## src/rtl/cpu_ctrl_pkg.sv

```systemverilog
// ------------------------------------------------------------------
// cpu_ctrl_pkg : opcodes, T-state encodings, control-word bit map
// Rev 1.0
// ------------------------------------------------------------------
`default_nettype none
package cpu_ctrl_pkg;

  localparam logic [3:0] OP_LDA = 4'h0;
  localparam logic [3:0] OP_ADD = 4'h1;
  localparam logic [3:0] OP_SUB = 4'h2;
  localparam logic [3:0] OP_JMP = 4'h3;
  localparam logic [3:0] OP_OUT = 4'hE;
  localparam logic [3:0] OP_HLT = 4'hF;

  // One-hot T-states; HALT is all-zero so it doubles as the debug t_state value.
  typedef enum logic [5:0] {
    ST_HALT = 6'b000000,
    ST_T1   = 6'b000001,
    ST_T2   = 6'b000010,
    ST_T3   = 6'b000100,
    ST_T4   = 6'b001000,
    ST_T5   = 6'b010000,
    ST_T6   = 6'b100000
  } t_state_e;

  localparam int CW_PC_INC = 0;
  localparam int CW_PC_OA  = 1;
  localparam int CW_PC_WA  = 2;
  localparam int CW_MAR_WA = 3;
  localparam int CW_RAM_OA = 4;
  localparam int CW_IR_WA  = 5;
  localparam int CW_IR_OA  = 6;
  localparam int CW_A_WA   = 7;
  localparam int CW_A_OA   = 8;
  localparam int CW_B_WA   = 9;
  localparam int CW_ALU_OA = 10;
  localparam int CW_SUB    = 11;
  localparam int CW_OUT_WA = 12;
  localparam int CW_W      = 13;

endpackage
`default_nettype wire

```

## src/rtl/t_state_ring.sv

```systemverilog
// ------------------------------------------------------------------
// t_state_ring : one-hot T1..T6 ring counter with restart and HALT
// Rev 1.0
// ------------------------------------------------------------------
`default_nettype none
module t_state_ring
  import cpu_ctrl_pkg::*;
(
  input  logic       clk,
  input  logic       clr,
  input  logic       run,
  input  logic       restart,
  input  logic       halt_req,
  output logic [5:0] t_state
);

  t_state_e state, next;

  always_ff @(posedge clk or posedge clr) begin
    if (clr) state <= ST_T1;
    else     state <= next;
  end

  always_comb begin
    next = state;
    if (run && (state != ST_HALT)) begin
      if (halt_req)                         next = ST_HALT;
      else if (restart || (state == ST_T6)) next = ST_T1;
      else                                  next = t_state_e'({state[4:0], 1'b0});
    end
  end

  assign t_state = state;

endmodule
`default_nettype wire

```

## src/rtl/control_sequencer.sv

```systemverilog
// ------------------------------------------------------------------
// control_sequencer : fetch/execute strobe decode for the 8-bit bus CPU
// Rev 1.0
// ------------------------------------------------------------------
`default_nettype none
module control_sequencer
  import cpu_ctrl_pkg::*;
#(
  parameter int OPW         = 4,
  parameter int SHORT_CYCLE = 1
) (
  input  logic           clk,
  input  logic           clr,
  input  logic           run,
  input  logic [OPW-1:0] ir_opcode,
  output logic           pc_inc,
  output logic           pc_oa,
  output logic           pc_wa,
  output logic           mar_wa,
  output logic           ram_oa,
  output logic           ir_wa,
  output logic           ir_oa,
  output logic           a_wa,
  output logic           a_oa,
  output logic           b_wa,
  output logic           alu_oa,
  output logic           sub,
  output logic           out_wa,
  output logic           halt,
  output logic [5:0]     t_state
);

  logic [CW_W-1:0] cw;
  logic [CW_W-1:0] strobes;
  logic            last_step;
  logic            restart;
  logic            halt_req;
  logic            is_lda, is_add, is_sub, is_jmp, is_out, is_hlt, is_nop;

  assign is_lda = (ir_opcode == OPW'(OP_LDA));
  assign is_add = (ir_opcode == OPW'(OP_ADD));
  assign is_sub = (ir_opcode == OPW'(OP_SUB));
  assign is_jmp = (ir_opcode == OPW'(OP_JMP));
  assign is_out = (ir_opcode == OPW'(OP_OUT));
  assign is_hlt = (ir_opcode == OPW'(OP_HLT));
  assign is_nop = ~(is_lda | is_add | is_sub | is_jmp | is_out | is_hlt);

  t_state_ring u_ring (
    .clk      (clk),
    .clr      (clr),
    .run      (run),
    .restart  (restart),
    .halt_req (halt_req),
    .t_state  (t_state)
  );

  always_comb begin
    cw        = '0;
    last_step = 1'b0;
    case (t_state)
      ST_T1: begin
        cw[CW_PC_OA]  = 1'b1;
        cw[CW_MAR_WA] = 1'b1;
      end
      ST_T2: cw[CW_PC_INC] = 1'b1;
      ST_T3: begin
        cw[CW_RAM_OA] = 1'b1;
        cw[CW_IR_WA]  = 1'b1;
        last_step     = is_nop;
      end
      ST_T4: begin
        if (is_lda || is_add || is_sub) begin
          cw[CW_IR_OA]  = 1'b1;
          cw[CW_MAR_WA] = 1'b1;
        end else if (is_jmp) begin
          cw[CW_IR_OA]  = 1'b1;
          cw[CW_PC_WA]  = 1'b1;
        end else if (is_out) begin
          cw[CW_A_OA]   = 1'b1;
          cw[CW_OUT_WA] = 1'b1;
        end
        last_step = is_jmp | is_out | is_hlt;
      end
      ST_T5: begin
        if (is_lda) begin
          cw[CW_RAM_OA] = 1'b1;
          cw[CW_A_WA]   = 1'b1;
        end else if (is_add || is_sub) begin
          cw[CW_RAM_OA] = 1'b1;
          cw[CW_B_WA]   = 1'b1;
          cw[CW_SUB]    = is_sub;
        end
        last_step = is_lda;
      end
      ST_T6: begin
        if (is_add || is_sub) begin
          cw[CW_ALU_OA] = 1'b1;
          cw[CW_A_WA]   = 1'b1;
          cw[CW_SUB]    = is_sub;
        end
        last_step = 1'b1;
      end
      default: ;
    endcase
  end

  assign restart  = (SHORT_CYCLE != 0) && last_step;
  assign halt_req = (t_state == ST_T4) && is_hlt;

  // Gating on run keeps a held write strobe from firing on every stalled cycle.
  assign strobes = (run && !clr) ? cw : '0;
  assign halt    = (t_state == ST_HALT) && !clr;

  assign pc_inc = strobes[CW_PC_INC];
  assign pc_oa  = strobes[CW_PC_OA];
  assign pc_wa  = strobes[CW_PC_WA];
  assign mar_wa = strobes[CW_MAR_WA];
  assign ram_oa = strobes[CW_RAM_OA];
  assign ir_wa  = strobes[CW_IR_WA];
  assign ir_oa  = strobes[CW_IR_OA];
  assign a_wa   = strobes[CW_A_WA];
  assign a_oa   = strobes[CW_A_OA];
  assign b_wa   = strobes[CW_B_WA];
  assign alu_oa = strobes[CW_ALU_OA];
  assign sub    = strobes[CW_SUB];
  assign out_wa = strobes[CW_OUT_WA];

endmodule
`default_nettype wire
```

## config.mk

```make
export PLATFORM = sky130hd
export DESIGN_NAME = control_sequencer
export DESIGN_NICKNAME = d
export VERILOG_FILES = /design/src/rtl/cpu_ctrl_pkg.sv /design/src/rtl/t_state_ring.sv /design/src/rtl/control_sequencer.sv
export SDC_FILE = /design/constraint.sdc
export NUM_CORES = 1
export LEC_CHECK = 0
export ABC_AREA = 1
export BUFFER_PORTS_ARGS = -buffer_cell sky130_fd_sc_hd__buf_2
export CAP_MARGIN = 40
export CELL_PAD_IN_SITES_DETAIL_PLACEMENT = 2
export CELL_PAD_IN_SITES_GLOBAL_PLACEMENT = 2
export CORE_MARGIN = 4
export CORE_UTILIZATION = 22
export CTS_CLUSTER_SIZE = 25
export DETAILED_ROUTE_END_ITERATION = 10
export PLACE_DENSITY = 0.86
export SLEW_MARGIN = 10
export SYNTH_ARGS = -nofsm -noshare
export SYNTH_HDL_FRONTEND = slang
export SYNTH_SLANG_ARGS = --single-unit
```

## constraint.sdc

```tcl
create_clock -name clk -period 3.1 [get_ports clk]
set_input_delay 0.465 -clock clk [delete_from_list [all_inputs] [get_ports clk]]
set_output_delay 0.465 -clock clk [all_outputs]
set_load 0.03 [all_outputs]
```

After elaboration in Yosys (flattened, before gate mapping)
Index checks and enable logic that the tools add are counted.
{"block": "totals", "wordCells": 62, "latchBits": 0, "output_inout_bits": 20, "regBits": 6, "mem_count": 0, "ram_bits": 0, "input_bits": 7, "romBits": 0}
{"block": "classes", "reduce_logical": 12, "bitwise": 8, "n_eq_ne": 11, "mux": 30, "shifts": 0, "magnitude_cmp": 0, "n_addsub": 0, "n_mul": 0, "div": 0}
{"operator": "1-bit two-way mux", "n": 21}
{"operator": "13-bit two-way mux", "n": 1}
{"operator": "6-bit two-way mux", "n": 2}
{"operator": "4-bit by 2-bit equality test with 1-bit output (second input constant)", "n": 2}
{"operator": "4-bit equality test (second input constant)", "n": 2}
{"operator": "1-bit case mux with 2 select lines", "n": 4}
{"operator": "1-bit bitwise OR", "n": 7}
{"operator": "6-bit by 1-bit equality test with 1-bit output (second input constant)", "n": 1}
{"operator": "6-bit by 2-bit equality test with 1-bit output (second input constant)", "n": 1}
{"operator": "6-bit by 3-bit equality test with 1-bit output (second input constant)", "n": 1}
{"operator": "6-bit by 4-bit equality test with 1-bit output (second input constant)", "n": 1}
{"operator": "6-bit by 5-bit equality test with 1-bit output (second input constant)", "n": 1}
{"operator": "6-bit equality test (second input constant)", "n": 1}
{"operator": "6-bit zero test", "n": 1}
{"operator": "6-bit nonzero test", "n": 1}
{"operator": "4-bit by 1-bit equality test with 1-bit output (second input constant)", "n": 1}
{"operator": "1-bit logical AND", "n": 4}
{"operator": "4-bit zero test", "n": 1}
{"operator": "1-bit logical OR", "n": 4}
{"operator": "1-bit case mux with 4 select lines", "n": 1}
{"operator": "2-bit two-way mux", "n": 1}
{"operator": "1-bit zero test", "n": 1}
{"operator": "1-bit inverter", "n": 1}

Logic depth before layout (Yosys ltp)
{"block": "logic_depth", "word_depth": 11, "depth_mapped": 9, "mapped_depth_nobuf": 9}

By module
From an unflattened synthesis, not the netlist that was laid out.
{"block": "hier_totals", "hier_cells": 120, "hier_area_um2": 665.6}
{"module": "control_sequencer", "seq_area_each_um2": 0.0, "instances": 1, "area_each_um2": 332.8, "cells_per_inst": 73}
{"module": "t_state_ring", "seq_area_each_um2": 151.4, "instances": 1, "area_each_um2": 332.8, "cells_per_inst": 47}

Worst setup path after synthesis
Ideal clock, no wire load.
{"block": "synth_path", "path_kind": "register -> output", "start": "register u_ring.state[5] (netlist: u_ring.t_state[5])", "end": "output out_wa", "t_required_ns": 2.635, "stages_incl_launch_ff": 7, "slack_ns": 0.803, "arrival_time_ns": 1.832, "n_path_buf": 1, "path_cell_list": "dfrtp_1 nor2_4 nand2_2 nor2_4 inv_1 nor4_2 buf_4"}
{"block": "synth_between", "elab_chain_cells": 3}
{"item": "start, declared", "line": "t_state_ring.sv:17", "text": "t_state_e state, next;"}
{"item": "start signal, assigned", "line": "t_state_ring.sv:21", "text": "else state <= next;"}
{"item": "6-bit by 4-bit equality test with 1-bit output", "line": "control_sequencer.sv:60", "text": "case (t_state)"}
{"item": "1-bit two-way mux", "line": "control_sequencer.sv:60"}
{"item": "13-bit two-way mux", "line": "control_sequencer.sv:111", "text": "assign strobes = (run && !clr) ? cw : '0;"}
{"item": "end, declared", "line": "control_sequencer.sv:28", "text": "output logic out_wa,"}
No other way between the ends.

Worst setup path in the final report
Same ends and word-level chain as after synthesis.

==> key figures <==
Run status
  – Status: finished, final reports clean

Placement
  – Port Buffers: 26
  – GP Congestion: between 0.7 and 0.8
  – Dpl cell area: ~740 um^2
  – Hpwl dp: 1.93 mm

Global route
  – Initial antenna violation count: 0
  – Vias in the first global route: 786
  – First-pass GRT wire length: 3.65 mm
  – GRT overflow: 0
  – Tot GR Track Use: 0.138
  – Largest net degree at the start of global routing: 8

Timing
  – Clock skew: 0.00499 ns
  – Least-Margin Pin Slew: between 0.2 and 0.3 ns
  – Unrepaired setup endpoints after global routing: no
  – Rel. slew slack: 0.809
  – Final Cycle Share: 0.674
  – Fin. Hold Viols: 0
  – Maximum clock rate: around 480 MHz
  – Final setup viols: 0
  – Final min period: 2.09 ns
  – Slew Viols, Final: 0
  – Setup total negative slack: 0 ns

Detailed routing
  – Initial DRC Count: 10
  – Routed Antenna Nets: 0
  – Routed wire length: 2.18 mm
  – DR DRC count: 0
  – Vias after detailed routing: 716
  – Vias/cell: 4.48
  – DR WL/cell: 13.6 um
  – First drt pass iteration count: 4

Final layout
  – Max FFs per register: 6
  – Leading cell type in the layout, fill and taps excluded: nand2_1
  – Share of layout cells above drive strength 1: 0.315
  – Multi-input gate area: ~350 um^2
  – Most frequent cells in the layout: nand2_1 (33), buf_2 (26), inv_1 (20)
  – Filler cells: about 320
  – Seq. cell area: about 150 um^2
  – NumNets Final: 138
  – Ant diodes: 0
  – Area delta synth->final: 32.0%
  – Post-layout util: 0.308
  – Post-route cell area: a little under 800 um^2

Critical path
  – RR Endpoint: u_ring.t_state[4]
  – Crit path largest cell delay: about 0.44 ns
  – Required time worst endpoint: 2.63 ns
  – Startpoint Class: flop
  – Crit end category: primary output
  – Crit Path Category: reg2out
  – Critical Path AT: between 1.5 and 2 ns
  – R2r setup slk: approximately 1.7 ns
  – Reg2reg start: u_ring.t_state[5]
  – Crit path top cell by count: nor2_4
  – CP max-delay cell: dfrtp_1
  – CP Max Fanout: 5
  – Worst R2R Path Depth: 8
  – Crit-path cells: nor2_4 > nand2_2 > nor2_4 > inv_1 > nor4_2 > buf_2

Clocking
  – TritonCTS buffer count: 3
  – Clock tree from TritonCTS: yes
  – Clock Latency Late Sink: around 0.25 ns
  – CTS H-tree depth: 1
  – Clk buf depth: 2
  – Total clock sinks: 6
  – Post-CTS sizing: 0
  – # Post-CTS Setup Buffers: 0
  – Clock slew at reported path FFs: roughly 0.050 ns
  – Clock root cell: clkbuf_4
  – CTS Hold Buffers Added: 0

Floorplan
  – Die X: approximately 60 um
  – Num rows: 18
  – Core Area: 2500 um^2
  – # IOs: 27
  – Die Y: 59.5 um
  – Die ar.: 3540 um^2
  – Initial Util: 0.233

Synth
  – Warnings from Yosys: 0
  – Sequential-to-total area share from yosys stat: 0.260
  – Synth Register Bits: 6
  – Mapped Area: 583 um^2
  – Syn avg cell area: approximately 5.8 um^2
  – Synth area leaders: dfrtp_1 (21%), nand2_1 (21%), inv_1 (13%)
  – Gate Count Post-Synth: 101
  – Top-area cell type share of the netlist area: 0.215
  – Leading area contributor after synthesis: dfrtp_1
  – Syn_nets: approximately 110
  – Synth cell types: 19

Pwr
  – Power Dens Cells: around 460 nW/um^2
  – Worst VDD drop: approximately 0.24 mV
  – Leak pwr: roughly 0.46 nW

Worst hold path
  – Worst hold path type: in2async

Job
  – Max-capacitance violation count: 0
[worst max-delay path, delay by kind of cell (launching register included)]
kind | cells | cell delay [ns]
simple gates | 4 | 0.58
flops | 1 | 0.44
buf+inv | 2 | 0.36
[per-stage QoR]
step                      setup slack, ns  std cells  hold slack (ns)  total power [W]
after floorplan                     0.803        101            0.255         0.000229
after CTS                           0.973        160            0.152         0.000366
after global routing                0.838        160            0.177         0.000386
after global placement               1.08        156            0.414         0.000275
after detailed placement             1.06        156            0.420         0.000283
final                                1.01        160            0.156         0.000357
[synth_stat cells]
library cell and number:
dfstp_2 1, nor2_1 15, nor4_2 1, nand2_2 2, nor3_1 1, inv_1 20, o21ai_1 1, a21oi_1 1
nor2_4 3, o21ai_0 4, nor2_2 4, buf_4 1, o22ai_1 1, nor4_1 1, dfrtp_1 5, inv_2 1
nand4_1 3, nand3_1 3, nand2_1 33
[logic make-up (layout without fill, tap and decap cells)]
group | Yosys count | in the layout | synth area share
simple gates | 66 | 66 | 0.530
buf+inv | 22 | 51 | 0.148
compound gates | 7 | 7 | 0.0622
flops | 6 | 6 | 0.260
[area by class of cell]
cell class                 count  area share
clock buffer                   4      0.0341
inverter                      21       0.102
multi-input combinational     73       0.449
sequential                     6       0.197
tap                           30      0.0488
timing repair buffer          26       0.169
[report_power, final]
group / switching (W) / total [W] / internal (W)
clock network: 0.0000295 / 0.0000783 / 0.0000488
logic: 0.000123 / 0.000172 / 0.0000488
registers: 0.0000169 / 0.000107 / 0.0000900
total: 0.000169 / 0.000357 / 0.000188
[how the worst max path moves through the flow]
stage                           start     end  slack, ns  cells past startpoint
finish              u_ring.t_state[5]  out_wa       1.01                      6
global route        u_ring.t_state[3]    a_wa       0.84                      6
CTS                 u_ring.t_state[3]    a_wa       0.97                      6
detailed placement       ir_opcode[3]    a_wa       1.06                      7
global placement         ir_opcode[3]    a_wa       1.08                      7
floorplan           u_ring.t_state[5]  out_wa       0.80                      6
[layer usage]
layer,track usage,share of wire
met5,0,0
met4,0.0583,0.0083
met3,0.0131,0.065
met2,0.248,0.49
met1,0.164,0.43
Power figures use the tool's default switching activity.
